**config.mk**
```make
export PLATFORM = sky130hd
export DESIGN_NAME = packet_drain_ctrl_flat
export DESIGN_NICKNAME = d
export VERILOG_FILES = /design/src/rtl/packet_resolver_pkg.sv /design/src/rtl/packet_drain_ctrl_if.sv /design/src/rtl/packet_drain_ctrl_word_counter.sv /design/src/rtl/packet_drain_ctrl.sv /design/src/flat_wrapper.sv
export SDC_FILE = /design/constraint.sdc
export NUM_CORES = 1
export LEC_CHECK = 0
export BUFFER_PORTS_ARGS = -buffer_cell sky130_fd_sc_hd__buf_2
export CAP_MARGIN = 0
export CORE_MARGIN = 5
export CORE_UTILIZATION = 52
export CTS_BUF_LIST = sky130_fd_sc_hd__clkbuf_8
export CTS_CLUSTER_DIAMETER = 50
export CTS_CLUSTER_SIZE = 16
export DETAILED_ROUTE_END_ITERATION = 6
export GPL_ROUTABILITY_DRIVEN = 1
export PLACE_DENSITY = 0.92
export SYNTH_ARGS = -nofsm -noshare
export SYNTH_HDL_FRONTEND = slang
export SYNTH_SLANG_ARGS = --single-unit
```
**constraint.sdc**
```tcl
create_clock -name clk_i -period 4.6 [get_ports clk_i]
set_clock_uncertainty 0.05 [all_clocks]
set_input_delay 0.92 -clock clk_i [delete_from_list [all_inputs] [get_ports clk_i]]
set_output_delay 0.92 -clock clk_i [all_outputs]
set_load 0.02 [all_outputs]
```
**src/rtl/packet_resolver_pkg.sv**
```systemverilog
// Shared types for the packet resolver: stat FIFO entry layout, size limits
// and the drain sequencer state encoding.
package packet_resolver_pkg;

  localparam int MIN_PCKT_SIZE = 8;
  localparam int MAX_PCKT_SIZE = 190;
  localparam int LEN_WIDTH     = 8;
  localparam int AST_DWIDTH    = 64;
  localparam int CHANNEL_WIDTH = 1;
  localparam int EMPTY_WIDTH   = $clog2(AST_DWIDTH / 8);

  typedef struct packed {
    logic                     drop;
    logic [CHANNEL_WIDTH-1:0] channel;
    logic [EMPTY_WIDTH-1:0]   empty;
    logic [LEN_WIDTH-1:0]     len_words;
  } stat_entry_t;

  typedef enum logic [1:0] {
    ST_IDLE = 2'd0,
    ST_FWD  = 2'd1,
    ST_DROP = 2'd2
  } drain_state_t;

endpackage

```
**src/rtl/packet_drain_ctrl_if.sv**
```systemverilog
// Avalon-ST link between the drain sequencer (src) and its consumer (sink).
interface packet_drain_ctrl_if #(
  parameter int DWIDTH        = 64,
  parameter int CHANNEL_WIDTH = 1,
  parameter int EMPTY_WIDTH   = 3
);
  logic [DWIDTH-1:0]        data;
  logic                     valid;
  logic                     ready;
  logic                     startofpacket;
  logic                     endofpacket;
  logic [EMPTY_WIDTH-1:0]   empty;
  logic [CHANNEL_WIDTH-1:0] channel;

  modport src  (output data, valid, startofpacket, endofpacket, empty, channel, input ready);
  modport sink (input data, valid, startofpacket, endofpacket, empty, channel, output ready);
endinterface

```
**src/rtl/packet_drain_ctrl_word_counter.sv**
```systemverilog
// Word position counter for one packet: wraps to zero on the last counted word
// and flags the first and last word positions against the latched length.
module pkt_word_counter #(
  parameter int LEN_WIDTH = 8
) (
  input  logic                 clk_i,
  input  logic                 srst_i,
  input  logic                 inc_i,
  input  logic [LEN_WIDTH-1:0] len_i,
  output logic [LEN_WIDTH-1:0] cnt_o,
  output logic                 first_o,
  output logic                 last_o
);
  logic [LEN_WIDTH-1:0] cnt_r;
  logic                 last_s;

  assign last_s  = (cnt_r == (len_i - LEN_WIDTH'(1)));
  assign cnt_o   = cnt_r;
  assign first_o = (cnt_r == {LEN_WIDTH{1'b0}});
  assign last_o  = last_s;

  // Position register: advances per counted word, back to zero after the last one.
  always_ff @(posedge clk_i or posedge srst_i) begin
    if (srst_i) begin
      cnt_r <= {LEN_WIDTH{1'b0}};
    end else if (inc_i) begin
      cnt_r <= last_s ? {LEN_WIDTH{1'b0}} : (cnt_r + LEN_WIDTH'(1));
    end else begin
      cnt_r <= cnt_r;
    end
  end
endmodule

```
**src/rtl/packet_drain_ctrl.sv**
```systemverilog
// Read-side sequencer for the resolver FIFOs: pops one descriptor per packet,
// then forwards or flushes that packet's words, with framing check and counters.
module packet_drain_ctrl #(
  parameter int AST_DWIDTH    = 64,
  parameter int CHANNEL_WIDTH = 1,
  parameter int LEN_WIDTH     = 8,
  parameter int CNT_WIDTH     = 32,
  parameter int EMPTY_WIDTH   = $clog2(AST_DWIDTH / 8),
  parameter int STAT_W        = 1 + CHANNEL_WIDTH + EMPTY_WIDTH + LEN_WIDTH
) (
  input  logic                  clk_i,
  input  logic                  srst_i,
  input  logic                  en_i,
  input  logic                  stat_empty_i,
  input  logic [STAT_W-1:0]     stat_q_i,
  output logic                  stat_rdreq_o,
  input  logic                  data_empty_i,
  input  logic [AST_DWIDTH+1:0] data_q_i,
  output logic                  data_rdreq_o,
  packet_drain_ctrl_if.src      ast_src_if,
  output logic [CNT_WIDTH-1:0]  fwd_cnt_o,
  output logic [CNT_WIDTH-1:0]  drop_cnt_o,
  output logic                  err_o
);
  import packet_resolver_pkg::*;

  drain_state_t             state_r, next_state_s;
  logic [LEN_WIDTH-1:0]     len_r;
  logic [EMPTY_WIDTH-1:0]   empty_r;
  logic [CHANNEL_WIDTH-1:0] channel_r;
  logic                     drop_r;
  logic [CNT_WIDTH-1:0]     fwd_cnt_r, drop_cnt_r;
  logic                     err_r;

  logic [LEN_WIDTH-1:0]     desc_len_s, word_cnt_s;
  logic [EMPTY_WIDTH-1:0]   desc_empty_s;
  logic [CHANNEL_WIDTH-1:0] desc_channel_s;
  logic                     desc_drop_s, len_zero_s, head_sop_s, head_eop_s;
  logic                     first_s, last_s, stat_rdreq_s, data_pop_s;
  logic                     valid_s, sop_s, eop_s, frame_err_s;
  logic [AST_DWIDTH-1:0]    data_s;
  logic [EMPTY_WIDTH-1:0]   ast_empty_s;
  logic [CHANNEL_WIDTH-1:0] ast_channel_s;

  assign desc_len_s     = stat_q_i[LEN_WIDTH-1:0];
  assign desc_empty_s   = stat_q_i[LEN_WIDTH +: EMPTY_WIDTH];
  assign desc_channel_s = stat_q_i[LEN_WIDTH+EMPTY_WIDTH +: CHANNEL_WIDTH];
  assign desc_drop_s    = stat_q_i[STAT_W-1];
  assign len_zero_s     = (desc_len_s == {LEN_WIDTH{1'b0}});
  assign head_sop_s     = data_q_i[AST_DWIDTH+1];
  assign head_eop_s     = data_q_i[AST_DWIDTH];
  assign frame_err_s    = data_pop_s && ((head_sop_s != first_s) || (head_eop_s != last_s));

  pkt_word_counter #(.LEN_WIDTH(LEN_WIDTH)) u_word_cnt (
    .clk_i   (clk_i),
    .srst_i  (srst_i),
    .inc_i   (data_pop_s),
    .len_i   (len_r),
    .cnt_o   (word_cnt_s),
    .first_o (first_s),
    .last_o  (last_s)
  );

  // State register.
  always_ff @(posedge clk_i or posedge srst_i) begin
    if (srst_i) begin
      state_r <= ST_IDLE;
    end else begin
      state_r <= next_state_s;
    end
  end

  // Next-state logic: a zero-length descriptor is consumed but starts no packet.
  always_comb begin
    next_state_s = state_r;
    case (state_r)
      ST_IDLE: begin
        if (stat_rdreq_s && !len_zero_s) begin
          next_state_s = desc_drop_s ? ST_DROP : ST_FWD;
        end else begin
          next_state_s = ST_IDLE;
        end
      end
      ST_FWD, ST_DROP: begin
        if (data_pop_s && last_s) begin
          next_state_s = ST_IDLE;
        end else begin
          next_state_s = state_r;
        end
      end
      default: next_state_s = ST_IDLE;
    endcase
  end

  // Output decode: framing is derived from the descriptor, never from the FIFO flags.
  always_comb begin
    stat_rdreq_s  = 1'b0;
    data_pop_s    = 1'b0;
    valid_s       = 1'b0;
    sop_s         = 1'b0;
    eop_s         = 1'b0;
    data_s        = {AST_DWIDTH{1'b0}};
    ast_empty_s   = {EMPTY_WIDTH{1'b0}};
    ast_channel_s = {CHANNEL_WIDTH{1'b0}};
    case (state_r)
      ST_IDLE: stat_rdreq_s = en_i && !stat_empty_i;
      ST_FWD: begin
        valid_s       = !data_empty_i;
        sop_s         = first_s;
        eop_s         = last_s;
        data_s        = data_q_i[AST_DWIDTH-1:0];
        ast_empty_s   = last_s ? empty_r : {EMPTY_WIDTH{1'b0}};
        ast_channel_s = channel_r;
        data_pop_s    = !data_empty_i && ast_src_if.ready;
      end
      ST_DROP: data_pop_s = !data_empty_i;
      default: data_pop_s = 1'b0;
    endcase
  end

  // Descriptor latch, packet counters and sticky consistency error.
  always_ff @(posedge clk_i or posedge srst_i) begin
    if (srst_i) begin
      len_r      <= {LEN_WIDTH{1'b0}};
      empty_r    <= {EMPTY_WIDTH{1'b0}};
      channel_r  <= {CHANNEL_WIDTH{1'b0}};
      drop_r     <= 1'b0;
      fwd_cnt_r  <= {CNT_WIDTH{1'b0}};
      drop_cnt_r <= {CNT_WIDTH{1'b0}};
      err_r      <= 1'b0;
    end else begin
      if (stat_rdreq_s) begin
        len_r     <= desc_len_s;
        empty_r   <= desc_empty_s;
        channel_r <= desc_channel_s;
        drop_r    <= desc_drop_s;
      end
      if (data_pop_s && last_s && (state_r == ST_FWD)) begin
        fwd_cnt_r <= fwd_cnt_r + CNT_WIDTH'(1);
      end
      if (data_pop_s && last_s && (state_r == ST_DROP)) begin
        drop_cnt_r <= drop_cnt_r + CNT_WIDTH'(1);
      end
      if ((stat_rdreq_s && len_zero_s) || frame_err_s) begin
        err_r <= 1'b1;
      end
    end
  end

  assign stat_rdreq_o             = stat_rdreq_s;
  assign data_rdreq_o             = data_pop_s;
  assign ast_src_if.valid         = valid_s;
  assign ast_src_if.data          = data_s;
  assign ast_src_if.startofpacket = sop_s;
  assign ast_src_if.endofpacket   = eop_s;
  assign ast_src_if.empty         = ast_empty_s;
  assign ast_src_if.channel       = ast_channel_s;
  assign fwd_cnt_o                = fwd_cnt_r;
  assign drop_cnt_o               = drop_cnt_r;
  assign err_o                    = err_r;

  logic unused_s;
  assign unused_s = drop_r ^ (^word_cnt_s);
endmodule

```
**src/flat_wrapper.sv**
```systemverilog
// flat-port wrapper written by rule: the top's interface ports become plain ports
module packet_drain_ctrl_flat import packet_resolver_pkg::*;
#(
  parameter int AST_DWIDTH    = 64,
  parameter int CHANNEL_WIDTH = 1,
  parameter int LEN_WIDTH     = 8,
  parameter int CNT_WIDTH     = 32,
  parameter int EMPTY_WIDTH   = $clog2(AST_DWIDTH / 8),
  parameter int STAT_W        = 1 + CHANNEL_WIDTH + EMPTY_WIDTH + LEN_WIDTH
)
  (clk_i, srst_i, en_i, stat_empty_i, stat_q_i, stat_rdreq_o, data_empty_i, data_q_i, data_rdreq_o, fwd_cnt_o, drop_cnt_o, err_o, ast_src_if_data, ast_src_if_valid, ast_src_if_startofpacket, ast_src_if_endofpacket, ast_src_if_empty, ast_src_if_channel, ast_src_if_ready);
  packet_drain_ctrl_if #(.DWIDTH(64), .CHANNEL_WIDTH(CHANNEL_WIDTH), .EMPTY_WIDTH(EMPTY_WIDTH)) ast_src_if_i ();
  input  logic clk_i;
  input  logic srst_i;
  input  logic en_i;
  input  logic stat_empty_i;
  input  logic [STAT_W-1:0] stat_q_i;
  output logic stat_rdreq_o;
  input  logic data_empty_i;
  input  logic [AST_DWIDTH+1:0] data_q_i;
  output logic data_rdreq_o;
  output logic [CNT_WIDTH-1:0] fwd_cnt_o;
  output logic [CNT_WIDTH-1:0] drop_cnt_o;
  output logic err_o;
  output wire logic [$bits(ast_src_if_i.data)-1:0] ast_src_if_data;
  output wire logic [$bits(ast_src_if_i.valid)-1:0] ast_src_if_valid;
  output wire logic [$bits(ast_src_if_i.startofpacket)-1:0] ast_src_if_startofpacket;
  output wire logic [$bits(ast_src_if_i.endofpacket)-1:0] ast_src_if_endofpacket;
  output wire logic [$bits(ast_src_if_i.empty)-1:0] ast_src_if_empty;
  output wire logic [$bits(ast_src_if_i.channel)-1:0] ast_src_if_channel;
  input wire logic [$bits(ast_src_if_i.ready)-1:0] ast_src_if_ready;
  assign ast_src_if_data = ast_src_if_i.data;
  assign ast_src_if_valid = ast_src_if_i.valid;
  assign ast_src_if_startofpacket = ast_src_if_i.startofpacket;
  assign ast_src_if_endofpacket = ast_src_if_i.endofpacket;
  assign ast_src_if_empty = ast_src_if_i.empty;
  assign ast_src_if_channel = ast_src_if_i.channel;
  assign ast_src_if_i.ready = ast_src_if_ready;
  packet_drain_ctrl #(.AST_DWIDTH(AST_DWIDTH), .CHANNEL_WIDTH(CHANNEL_WIDTH), .LEN_WIDTH(LEN_WIDTH), .CNT_WIDTH(CNT_WIDTH), .EMPTY_WIDTH(EMPTY_WIDTH), .STAT_W(STAT_W)) u_core (.clk_i(clk_i), .srst_i(srst_i), .en_i(en_i), .stat_empty_i(stat_empty_i), .stat_q_i(stat_q_i), .stat_rdreq_o(stat_rdreq_o), .data_empty_i(data_empty_i), .data_q_i(data_q_i), .data_rdreq_o(data_rdreq_o), .ast_src_if(ast_src_if_i), .fwd_cnt_o(fwd_cnt_o), .drop_cnt_o(drop_cnt_o), .err_o(err_o));
endmodule
```
==> flow_metrics.env <==
export IMPL_hold_path_class="reg2reg"
export IMPL_rows=35
export IMPL_cts_tree="built"
export IMPL_end_kind="output port"
export IMPL_io_buffers=222
export IMPL_wl_per_cell_microns=17.37
export IMPL_syn_area_sq_um=4811
export IMPL_syn2layout_area_growth_pct=29.15
export IMPL_slowest_stage="a2111oi_4"
export IMPL_dr_pass1_iters=5
export IMPL_path_cells="inv_1 > ha_1 > nand4bb_1 > a211oi_1 > o31ai_1 > a2111oi_4 > and3_1 > buf_2"
export IMPL_startpoint_type="flop"
export IMPL_antenna_left=0
export IMPL_grt_max_degree=74
export IMPL_status="completed"
export IMPL_vias_per_cell=5.324
export IMPL_synth_distinct_cells=50
export IMPL_tightest_slew_ns=0.8611
export IMPL_ys_ff_latch=87
export IMPL_cts_sinks=87
export IMPL_slew_limit_headroom_pct=42.59
export IMPL_grt_first_pass_wirelength_microns=22960
export IMPL_die_h_microns=106.2
export IMPL_setup_violations=0
export IMPL_holdPathEnd="u_core.drop_cnt_o[31]"
export IMPL_cp_max_fo=15
export IMPL_ff2ff_path_depth=10
export IMPL_io_pins=223
export IMPL_synth_cells=510
export IMPL_max_stage_delay_ns=0.82
export IMPL_drc=0
export IMPL_dp_hpwl_microns=11280
export IMPL_cts_buffers=9
export IMPL_post_cts_buffers=0
export IMPL_path_clk_slew_ns=0.11
export IMPL_worstSetupPathType="reg2out"
export IMPL_reg2reg_to="u_core.drop_cnt_o[20]"
export IMPL_rsz0062_at_grt="no"
export IMPL_drt_wl_total_microns=14620
export IMPL_peakVddDrop_mv=0.1890
export IMPL_whs_path_depth=1
export IMPL_ctsHoldBuffers=0
export IMPL_drive_above_1_share_pct=34.66
export IMPL_fin_area_sq_um=6213
export IMPL_layout_nets=818
export IMPL_root_buffer="clkbuf_8"
export IMPL_yosysSeqAreaShare_pct=45.25
export IMPL_drtIter0Drc=296
export IMPL_min_from="u_core.drop_cnt_o[31]"
export IMPL_yosysMostFrequentCell="dfrtp_1"
export IMPL_async_reset_ff_share_pct=100.0
export IMPL_die_width_microns=106.2
export IMPL_place_congestion=0.9090
export IMPL_hold_viol=0
export IMPL_ys_top_cells_by_area="dfrtp_1 45%, and2_1 9.8%, xnor2_1 8.0%"
export IMPL_drv_cap=0
export IMPL_setup_tns_ns=0
export IMPL_min_period_ns=3.957
export IMPL_initial_core_util_pct=52.82
export IMPL_dominantRegCellSynth="dfrtp_1"
export IMPL_htree_levels=3
export IMPL_avgSynthCellArea_sq_um=9.433
export IMPL_grt_pass1_vias=4375
export IMPL_core_sq_um=9109
export IMPL_ff2ff_setup_slack_ns=0.91
export IMPL_yosysWarnings=0
export IMPL_vias=4483
export IMPL_cp_data_arrival_time_ns=2.99
export IMPL_synth_top_cells_by_count="87 x dfrtp_1, 75 x and2_1, 60 x nand2_1"
export IMPL_antenna_found_initial=5
export IMPL_clkLatencyLatePin_ns=0.36
export IMPL_required_ns=3.63
export IMPL_synth_top_area_share_pct=45.25
export IMPL_leakage_nw=3.484
export IMPL_syn_nets=603
export IMPL_fmax_mhz=252.7
export IMPL_cts_buffer_depth=2
export IMPL_cts_resized=0
export IMPL_place_area_sq_um=5991
export IMPL_yosysTopAreaCell="dfrtp_1"
export IMPL_finalMaxSlewViolations=0
export IMPL_dieArea_sq_um=11280
export IMPL_synth_edff_count=0
export IMPL_p_per_area_nw_per_um2=289.9
export IMPL_grt_overflow_total=0
export IMPL_fin_crit_sh_pct=86.01
export IMPL_track_usage_pct=25.50
export IMPL_reg2reg_from="u_core.len_r[0]"
## worst max-delay path by stage
stage	endpoint	startpoint
finish	ast_src_if_empty[0]	u_core.len_r[0]
global route	ast_src_if_empty[0]	u_core.len_r[0]
CTS	ast_src_if_empty[0]	u_core.len_r[0]
detailed placement	u_core.drop_cnt_o[20]	u_core.len_r[0]
global placement	u_core.drop_cnt_o[20]	u_core.len_r[0]
floorplan	ast_src_if_empty[0]	u_core.len_r[0]
## critical path: cells and delay by family, from the launching register on
kind,cells,cell delay (ns)
compound gates,3,1.20
flops,1,0.46
simple gates,2,0.40
fa+ha+maj,1,0.32
buf+inv,2,0.27
## per-stage QoR
stage                     util (%)  power (mW)  std cells  setup WS, ns  hold WS, ns
after global placement       65.77       1.219        825        0.9663       0.4019
after CTS                    68.19       1.813        841        0.5794       0.4299
after global routing         68.21       1.896        842        0.3622       0.4544
after detailed placement     65.77       1.230        825        0.8646       0.4097
after floorplan                  -       1.110        510         1.114       0.3874
final                        68.21       1.801        842        0.6434       0.4295
## registers in the layout, summed over array words and instances, names as in the netlist
name	count
u_core.drop_cnt_o	32
u_core.fwd_cnt_o	32
u_core.len_r	8
u_core.u_word_cnt.cnt_o	8
u_core.empty_r	3
u_core.state_r	2
u_core.channel_r	1
u_core.err_o	1
## cell usage in the layout, fill, tap and decap left out, types with 8 or more instances in the layout
master,n
and2_1,75
and3_1,17
buf_2,222
clkbuf_8,9
dfrtp_1,87
ha_1,8
inv_1,22
nand2_1,60
nand3_1,25
nand4_1,13
nor2_1,26
nor3_1,13
o21ai_0,10
xnor2_1,44
xor2_1,27
## area by class of cell
| type | instances | area, sq um |
|---|---|---|
| antenna | 1 | 2.502 |
| clock inverter | 7 | 96.34 |
| tap | 111 | 138.9 |
| multi-input combinational | 378 | 2450 |
| fill | 697 | 2895 |
| timing repair buffer | 225 | 1134 |
| clock buffer | 9 | 123.9 |
| sequential | 87 | 2177 |
| inverter | 24 | 91.34 |
## per-layer routing
metal | share of wire, % | vias to the layer above | track usage (%)
li1 | - | 2108 | -
met1 | 43 | 2151 | 35.74
met2 | 46 | 197 | 38.51
met3 | 10 | 19 | 9.047
met4 | 0.87 | 8 | 4.903
met5 | 0.25 | - | 0
## power by group
part	switching, mW	internal [mW]
Combinational	0.206	0.150
Clock	0.317	0.268
Sequential	0.0564	0.804
## cells by family after synthesis
group | count (synthesis) | synth area share, %
compound gates | 32 | 4.942
xor+xnor | 72 | 13.26
fa+ha+maj | 8 | 2.081
buf+inv | 45 | 3.823
flops | 87 | 45.25
mux | 4 | 0.8842
simple gates | 262 | 29.75
No activity file was read; power rests on OpenSTA's default activity.
